--- src/rtl/wb_sram_arbiter_pkg.sv ---
// Shared types and constants for the WISHBONE SRAM arbiter.
package wb_sram_arbiter_pkg;

  typedef enum logic {
    ARB_IDLE = 1'b0,
    ARB_BUSY = 1'b1
  } arb_state_e;

  localparam int unsigned ARB_TO_W = 8;

endpackage

--- src/rtl/wb_arb_rr_picker.sv ---
// Combinational winner picker: round-robin from ptr, or lowest index when fixed is set.
module wb_arb_rr_picker #(
  parameter int unsigned NUM_M = 4,
  parameter int unsigned IW    = 2
) (
  input  logic [NUM_M-1:0] req,
  input  logic [IW-1:0]    ptr,
  input  logic             fixed,
  output logic [NUM_M-1:0] onehot,
  output logic [IW-1:0]    index
);

  int unsigned c;
  logic        found;

  // Scan NUM_M candidates starting at ptr (or 0), wrapping at NUM_M-1.
  always_comb begin
    onehot = '0;
    index  = '0;
    found  = 1'b0;
    c      = 0;
    for (int unsigned i = 0; i < NUM_M; i++) begin
      c = fixed ? i : 32'(ptr) + i;
      if (c >= NUM_M) c = c - NUM_M;
      if (!found && req[c]) begin
        found     = 1'b1;
        onehot[c] = 1'b1;
        index     = IW'(c);
      end
    end
  end

endmodule

--- src/rtl/wb_sram_arbiter.sv ---
// Shares one WISHBONE SRAM slave between NUM_M initiators; ownership held for a whole cyc.
// Optional stall watchdog enabled with `define WB_ARB_TIMEOUT_EN.
module wb_sram_arbiter
  import wb_sram_arbiter_pkg::*;
#(
  parameter int unsigned NUM_M       = 4,
  parameter int unsigned AW          = 32,
  parameter int unsigned DW          = 32,
  parameter int unsigned FIXED_PRIO  = 0,
  parameter int unsigned TIMEOUT_CYC = 255
) (
  input  logic                  wb_clk_i,
  input  logic                  wb_rst_i,
  input  logic [NUM_M-1:0]      m_cyc_i,
  input  logic [NUM_M-1:0]      m_stb_i,
  input  logic [NUM_M-1:0]      m_we_i,
  input  logic [NUM_M*AW-1:0]   m_adr_i,
  input  logic [NUM_M*DW/8-1:0] m_sel_i,
  input  logic [NUM_M*DW-1:0]   m_dat_i,
  output logic [DW-1:0]         m_dat_o,
  output logic [NUM_M-1:0]      m_ack_o,
  output logic [NUM_M-1:0]      m_err_o,
  output logic                  s_cyc_o,
  output logic                  s_stb_o,
  output logic                  s_we_o,
  output logic [AW-1:0]         s_adr_o,
  output logic [DW/8-1:0]       s_sel_o,
  output logic [DW-1:0]         s_dat_o,
  input  logic [DW-1:0]         s_dat_i,
  input  logic                  s_ack_i,
  input  logic                  s_err_i,
  output logic [NUM_M-1:0]      gnt_o
);

  localparam int unsigned SW = DW / 8;
  localparam int unsigned IW = (NUM_M > 1) ? $clog2(NUM_M) : 1;

  if (NUM_M < 2 || NUM_M > 8 || TIMEOUT_CYC < 1 || TIMEOUT_CYC >= (1 << ARB_TO_W)) begin : g_cfg_err
    $error("wb_sram_arbiter: parameter out of range");
  end

  arb_state_e       state_q, state_d;
  logic [NUM_M-1:0] gnt_q, gnt_d, pick_onehot;
  logic [IW-1:0]    own_q, own_d, rr_ptr_q, rr_ptr_d, pick_idx;
  logic             own_cyc;
  logic             to_err;

  assign own_cyc = |(m_cyc_i & gnt_q);
  assign gnt_o   = gnt_q;
  assign m_dat_o = s_dat_i;

  wb_arb_rr_picker #(
    .NUM_M (NUM_M),
    .IW    (IW)
  ) u_picker (
    .req    (m_cyc_i),
    .ptr    (rr_ptr_q),
    .fixed  (FIXED_PRIO != 0),
    .onehot (pick_onehot),
    .index  (pick_idx)
  );

  // Ownership FSM; the return to IDLE forces one dead cycle between owners.
  always_comb begin
    state_d  = state_q;
    gnt_d    = gnt_q;
    own_d    = own_q;
    rr_ptr_d = rr_ptr_q;
    case (state_q)
      ARB_IDLE: begin
        if (|m_cyc_i) begin
          state_d = ARB_BUSY;
          gnt_d   = pick_onehot;
          own_d   = pick_idx;
        end
      end
      ARB_BUSY: begin
        if (!own_cyc) begin
          state_d  = ARB_IDLE;
          gnt_d    = '0;
          rr_ptr_d = (own_q == IW'(NUM_M - 1)) ? '0 : own_q + IW'(1);
        end
      end
    endcase
  end

  always_ff @(posedge wb_clk_i) begin
    if (wb_rst_i) begin
      state_q  <= ARB_IDLE;
      gnt_q    <= '0;
      own_q    <= '0;
      rr_ptr_q <= '0;
    end else begin
      state_q  <= state_d;
      gnt_q    <= gnt_d;
      own_q    <= own_d;
      rr_ptr_q <= rr_ptr_d;
    end
  end

  // Owner's bus steered to the slave; replies returned only to the owner.
  always_comb begin
    s_cyc_o = 1'b0;
    s_stb_o = 1'b0;
    s_we_o  = 1'b0;
    s_adr_o = '0;
    s_sel_o = '0;
    s_dat_o = '0;
    m_ack_o = '0;
    m_err_o = '0;
    for (int k = 0; k < NUM_M; k++) begin
      if (gnt_q[k]) begin
        s_cyc_o    = m_cyc_i[k];
        s_stb_o    = m_stb_i[k] & ~to_err;
        s_we_o     = m_we_i[k];
        s_adr_o    = m_adr_i[k*AW +: AW];
        s_sel_o    = m_sel_i[k*SW +: SW];
        s_dat_o    = m_dat_i[k*DW +: DW];
        m_ack_o[k] = s_ack_i;
        m_err_o[k] = s_err_i | to_err;
      end
    end
  end

`ifdef WB_ARB_TIMEOUT_EN
  logic [ARB_TO_W-1:0] to_cnt_q;
  logic                to_err_q;
  logic                counting;
  logic                to_hit;

  assign counting = (state_q == ARB_BUSY) && s_stb_o && !s_ack_i && !s_err_i;
  assign to_hit   = counting && (to_cnt_q == ARB_TO_W'(TIMEOUT_CYC));
  assign to_err   = to_err_q;

  // Limit reached: next cycle errors the owner with stb suppressed, unless it is leaving.
  always_ff @(posedge wb_clk_i) begin
    if (wb_rst_i) begin
      to_cnt_q <= '0;
      to_err_q <= 1'b0;
    end else begin
      to_err_q <= to_hit && own_cyc;
      if (counting && !to_hit) to_cnt_q <= to_cnt_q + ARB_TO_W'(1);
      else                     to_cnt_q <= '0;
    end
  end
`else
  assign to_err = 1'b0;
`endif

endmodule

--- config.mk ---
export PLATFORM = sky130hd
export DESIGN_NAME = wb_sram_arbiter
export DESIGN_NICKNAME = d
export VERILOG_FILES = /design/src/rtl/wb_sram_arbiter_pkg.sv /design/src/rtl/wb_arb_rr_picker.sv /design/src/rtl/wb_sram_arbiter.sv
export SDC_FILE = /design/constraint.sdc
export NUM_CORES = 1
export LEC_CHECK = 0
export ABC_AREA = 1
export CAP_MARGIN = 20
export CORE_AREA = 2 2 170 172
export DETAILED_ROUTE_END_ITERATION = 6
export DIE_AREA = 0 0 172 174
export HOLD_SLACK_MARGIN = 0.15
export MAX_ROUTING_LAYER = met4
export PLACE_DENSITY_LB_ADDON = 0.15
export SYNTH_ARGS = -nofsm -noshare
export SYNTH_HDL_FRONTEND = slang
export SYNTH_SLANG_ARGS = --single-unit
--- constraint.sdc ---
create_clock -name wb_clk_i -period 2.7 [get_ports wb_clk_i]
set_input_delay 0.54 -clock wb_clk_i [delete_from_list [all_inputs] [get_ports wb_clk_i]]
set_output_delay 0.54 -clock wb_clk_i [all_outputs]
set_load 0.01 [all_outputs]
-- Word-level counts from Yosys, hierarchy flattened
Cells that the tools add are included.
- add/subtract/negate cells: 8
- $lt $le $gt $ge: 12
- equality and inequality tests: 3
- multiplexer cells: 70
- bitwise gates (word level): 6
- reduce and logical (&&, ||, !) cells: 15
- operators with widths (kind ; count):
    2-to-1 mux 32 bit ; 12
    >= comparator 32 x 1 -> 1 bit (second input constant) ; 4
    < comparator 32 x 3 -> 1 bit (second input constant) ; 4
    >= comparator 32 x 3 -> 1 bit (second input constant) ; 3
    subtractor 32 x 3 -> 32 bit (second input constant) ; 3
    2-to-1 mux 4 bit ; 10
    2-to-1 mux 1 bit ; 33
    bitwise OR 4 bit ; 3
    2-to-1 mux 2 bit ; 5
    binary-select mux 1 bit (select 2 bit) ; 4
    demux 1 bit (select 2 bit) ; 4
    one-hot mux 4 bit (2 select lines) ; 1
    OR reduction 4 bit ; 2
    logical AND 1 bit ; 7
    adder 2 x 2 -> 3 bit (second input constant) ; 2
    AND reduction 2 bit ; 3
    bitwise AND 4 bit ; 1
    inequality test 2 bit (second input constant) ; 2
    subtractor 2 x 3 -> 4 bit (second input constant) ; 1
    adder 2 x 1 -> 3 bit (second input constant) ; 1
    >= comparator 2 x 3 -> 1 bit (second input constant) ; 1
    logical NOT 1 bit ; 3
    adder 2 x 1 -> 2 bit (second input constant) ; 1
    equality test 2 bit (second input constant) ; 1
    2 further kinds ; 3
- bits in registers: 9
- input port bits: 320
- output and inout bits: 115

-- Depth between registers and ports, before layout
- depth after elaboration: 16
- depth in mapped cells: 12
- gate-level depth less buffers: 11

-- By module
A second synthesis with hierarchy kept.
- cells, all modules: 761
- area, all modules: 4205.3 µm²
- by module, submodules not included (module ; instances ; cells each ; area an instance (µm²) ; seq. area each (µm²)):
    wb_sram_arbiter ; 1 ; 654 ; 3674.8 ; 180.2
    wb_arb_rr_picker ; 1 ; 107 ; 530.5 ; 0.0

-- Worst setup path before layout
OpenSTA, ideal clock, no wires.
- path kind: register -> output
- start: register gnt_q[1], in the netlist gnt_o[1]
- end: output port s_adr_o[0]
- arrival time: 1.334 ns
- path slack: 0.826 ns
- stages on the path, launching flop included: 5
- cells stage by stage: dfxtp_1 -> clkbuf_1 -> buf_2 -> a221oi_1 -> o31ai_1
- cells in the longest elaborated chain, start to end: 3
- ends and longest elaborated chain (element ; line ; source):
    from (decl) ; wb_sram_arbiter.sv:43 ; logic [NUM_M-1:0] gnt_q, gnt_d, pick_onehot;
    from (signal assigned) ; wb_sram_arbiter.sv:95 ; gnt_q <= gnt_d;
    2-to-1 mux 32 bit (3 in a row) ; wb_sram_arbiter.sv:112 ; if (gnt_q[k]) begin
    to (decl) ; wb_sram_arbiter.sv:26 ; output logic [AW-1:0] s_adr_o,
No other way between the ends.

-- Final worst setup path
- start: input port m_adr_i[38]
- end: output port s_adr_o[6]
- cells in the longest elaborated chain, start to end: 3
- ends and longest elaborated chain (element ; line ; source):
    from (decl) ; wb_sram_arbiter.sv:17 ; input logic [NUM_M*AW-1:0] m_adr_i,
    2-to-1 mux 32 bit (3 in a row) ; wb_sram_arbiter.sv:112 ;
No other way between the ends.

==> flow_summary.json <==
{
  "start_kind": "input port",
  "setup_violations": 0,
  "antenna_found_initial": 0,
  "numClockSinks": 9,
  "synth_compound_gate_area_share": 0.424,
  "synth_top_family_by_area": "compound AO/OA/AOI/OAI gates",
  "dr.pass1.iters": 6,
  "rows": 62,
  "regArea_um2": 189,
  "postLayoutCellArea_um2": 7270,
  "muxShareOfSynthArea": 0,
  "grt_pass1_wl_mm": 30.5,
  "synth_fa_ha_area_frac": 0.0204,
  "ys_seq_area_frac": 0.0587,
  "timing.max_cap.violations": 0,
  "die_h_um": 174,
  "min_period_ns": 2.64,
  "core_area_um2": 28200,
  "drt_wl_total_mm": 21.7,
  "finish.net_count": 1151,
  "synth-simple-area-share": 0.320,
  "finalMaxSlewViolations": 0,
  "synthCells": 501,
  "portBuffers": 370,
  "fp.dieW_um": 172,
  "dpl.hpwl_mm": 17.2,
  "cts_buffers": 3,
  "synth_flop_cell": "dfxtp_1",
  "area_growth_pct": 137,
  "dieArea_um2": 29900,
  "grt_usage": 0.137,
  "ys_warn_count": 0,
  "layout_common_cells": "346 x clkdlybuf4s50_1, 107 x nand2_1, 76 x nor2_1",
  "synth_xor_area_frac": 0,
  "power_density_nw_per_um2": 754,
  "dpl_worst_slack_ns": -0.0248,
  "ys_ff_latch": 9,
  "post_drt_wl_per_cell_um": 17.9,
  "holdBufCountCts": 0,
  "initial_core_util": 0.109,
  "hold_start": "own_q[0]",
  "path_clk_slew_ns": 0.04,
  "hp-class": "reg -> reg",
  "power_leakage_uw": 0.00279,
  "final_common_cell": "clkdlybuf4s50_1",
  "ys_async_sr_fraction": 0,
  "finalCritPeriodShare": 0.977,
  "post_cts_buffers": 0,
  "nFillCells": 3152,
  "io_pins": 435,
  "final_util": 0.257,
  "synth.distinct_cells": 34,
  "synth_edf_count": 0,
  "synth_nets": 826,
  "skew_ns": 0.00212,
  "r2r_end": "gnt_o[3]",
  "hold_violations": 0,
  "grt_max_degree": 42,
  "cp.arrival_ns": 2.10,
  "tightest_slew_ns": 0.563,
  "syn_area_per_cell_um2": 6.13,
  "cts_tree": "yes",
  "placed_area_um2": 7150,
  "critical_path_class": "in -> out",
  "reg2reg_depth": 10,
  "gp_congestion": 0.770,
  "cp_max_fo": 1,
  "netlist_area_um2": 3070,
  "r2r-start": "rr_ptr_q[1]",
  "relSlewSlack": 0.624,
  "num_vias": 4954,
  "cts_max_level": 1,
  "max_freq_mhz": 379,
  "status": "completed",
  "drt_iter0_drc": 245,
  "postRouteAntennaNets": 0,
  "grt_overflow": 0,
  "rsz0062_at_grt": "no",
  "drc_errors": 0,
  "fin_ws_ns": 0.0625,
  "drive_gt1_frac": 0.0776,
  "worstSkewPairLatency_ns": 0.24,
  "clockBufferDepth": 2,
  "r2r_slack_ns": 0.77,
  "hold_depth": 2,
  "via_per_inst": 4.10,
  "dp_cells": 1205,
  "peakVddDrop_mv": 0.302,
  "ctsRootBufferMaster": "clkbuf_16",
  "crit_path_end_kind": "primary output",
  "n_antenna_cell": 0,
  "hold_end": "own_q[0]",
  "multi_input_area_um2": 2360,
  "final_cells": 1209,
  "worstPathRequired_ns": 2.16,
  "holdWs_ns": 0.509,
  "grt_pass1_vias": 5031
}
## cell usage after synthesis (3+ instances only)
| library cell | instances | area share |
|---|---|---|
| nor2_2 | 3 | 0.0061 |
| inv_1 | 17 | 0.021 |
| nand2_2 | 4 | 0.0082 |
| nand3_1 | 22 | 0.036 |
| dfxtp_1 | 9 | 0.059 |
| buf_1 | 5 | 0.0061 |
| a21oi_2 | 4 | 0.011 |
| ha_1 | 5 | 0.020 |
| inv_2 | 4 | 0.0049 |
| a21boi_0 | 4 | 0.0098 |
| o31ai_1 | 70 | 0.17 |
| clkbuf_1 | 23 | 0.028 |
| a221oi_1 | 70 | 0.20 |
| nand2_1 | 107 | 0.13 |
| buf_4 | 32 | 0.078 |
| nand2_8 | 3 | 0.020 |
| nor2_1 | 76 | 0.093 |
| buf_2 | 19 | 0.031 |
| a21oi_1 | 7 | 0.011 |
| a211oi_1 | 3 | 0.0073 |
## repair_timing
action	in CTS	in global routing
gates resized for setup	11	15
pin swaps	2	1
endpoints found under the setup margin	10	15
## metal layers
layer  track usage  share of wire
met5             -              0
met4        0.0200          0.015
met3        0.0244          0.081
met2         0.244           0.49
met1         0.162           0.41
## power breakdown
part / internal [µW] / switching [µW] / total (µW)
sequential: 183 / 80.8 / 264
combinational: 2500 / 2450 / 4950
clock: 198 / 67.8 / 265
total: 2880 / 2600 / 5480
## cell families after synthesis
group | count (synthesis)
flip-flops | 9
AO/OA/AOI/OAI | 164
buffers and inverters | 102
AND/OR/NAND/NOR | 221
adder cells (fa/ha/maj) | 5
## cell type report
type | instances | share of cell area
timing repair buffer | 400 | 0.560
multi-input combinational | 390 | 0.325
tap | 384 | 0.0661
sequential | 9 | 0.0260
inverter | 22 | 0.0124
clock buffer | 4 | 0.0108
## how the worst max path moves through the flow
stage,endpoint,start,slack [ns]
after floorplan,s_adr_o[0],gnt_o[1],0.83
after global placement,s_cyc_o,m_cyc_i[0],-0.03
after detailed placement,s_cyc_o,m_cyc_i[0],-0.02
after CTS,s_dat_o[6],gnt_o[0],0.004
after global routing,s_dat_o[26],gnt_o[0],0.0001
final,s_adr_o[6],m_adr_i[38],0.06
## stage by stage
stage                     power, µW  setup TNS, ns
final                          5480              0
after global routing           5910              0
after CTS                      5660              0
after detailed placement       5400        -0.0248
after global placement         5470        -0.0335
after floorplan                2600              0
## worst max-delay path, cell delays in order
cell and delay [ns]:
clkdlybuf4s50_1 0.40, a221oi_1 0.54, o31ai_1 0.12, clkdlybuf4s50_1 0.50
## sequential cells by signal (all words and copies together), names as in the netlist
signal / flops
rr_ptr_q: 2
gnt_o: 4
state_q: 1
own_q: 2
No activity file was read; power rests on OpenSTA's default activity.
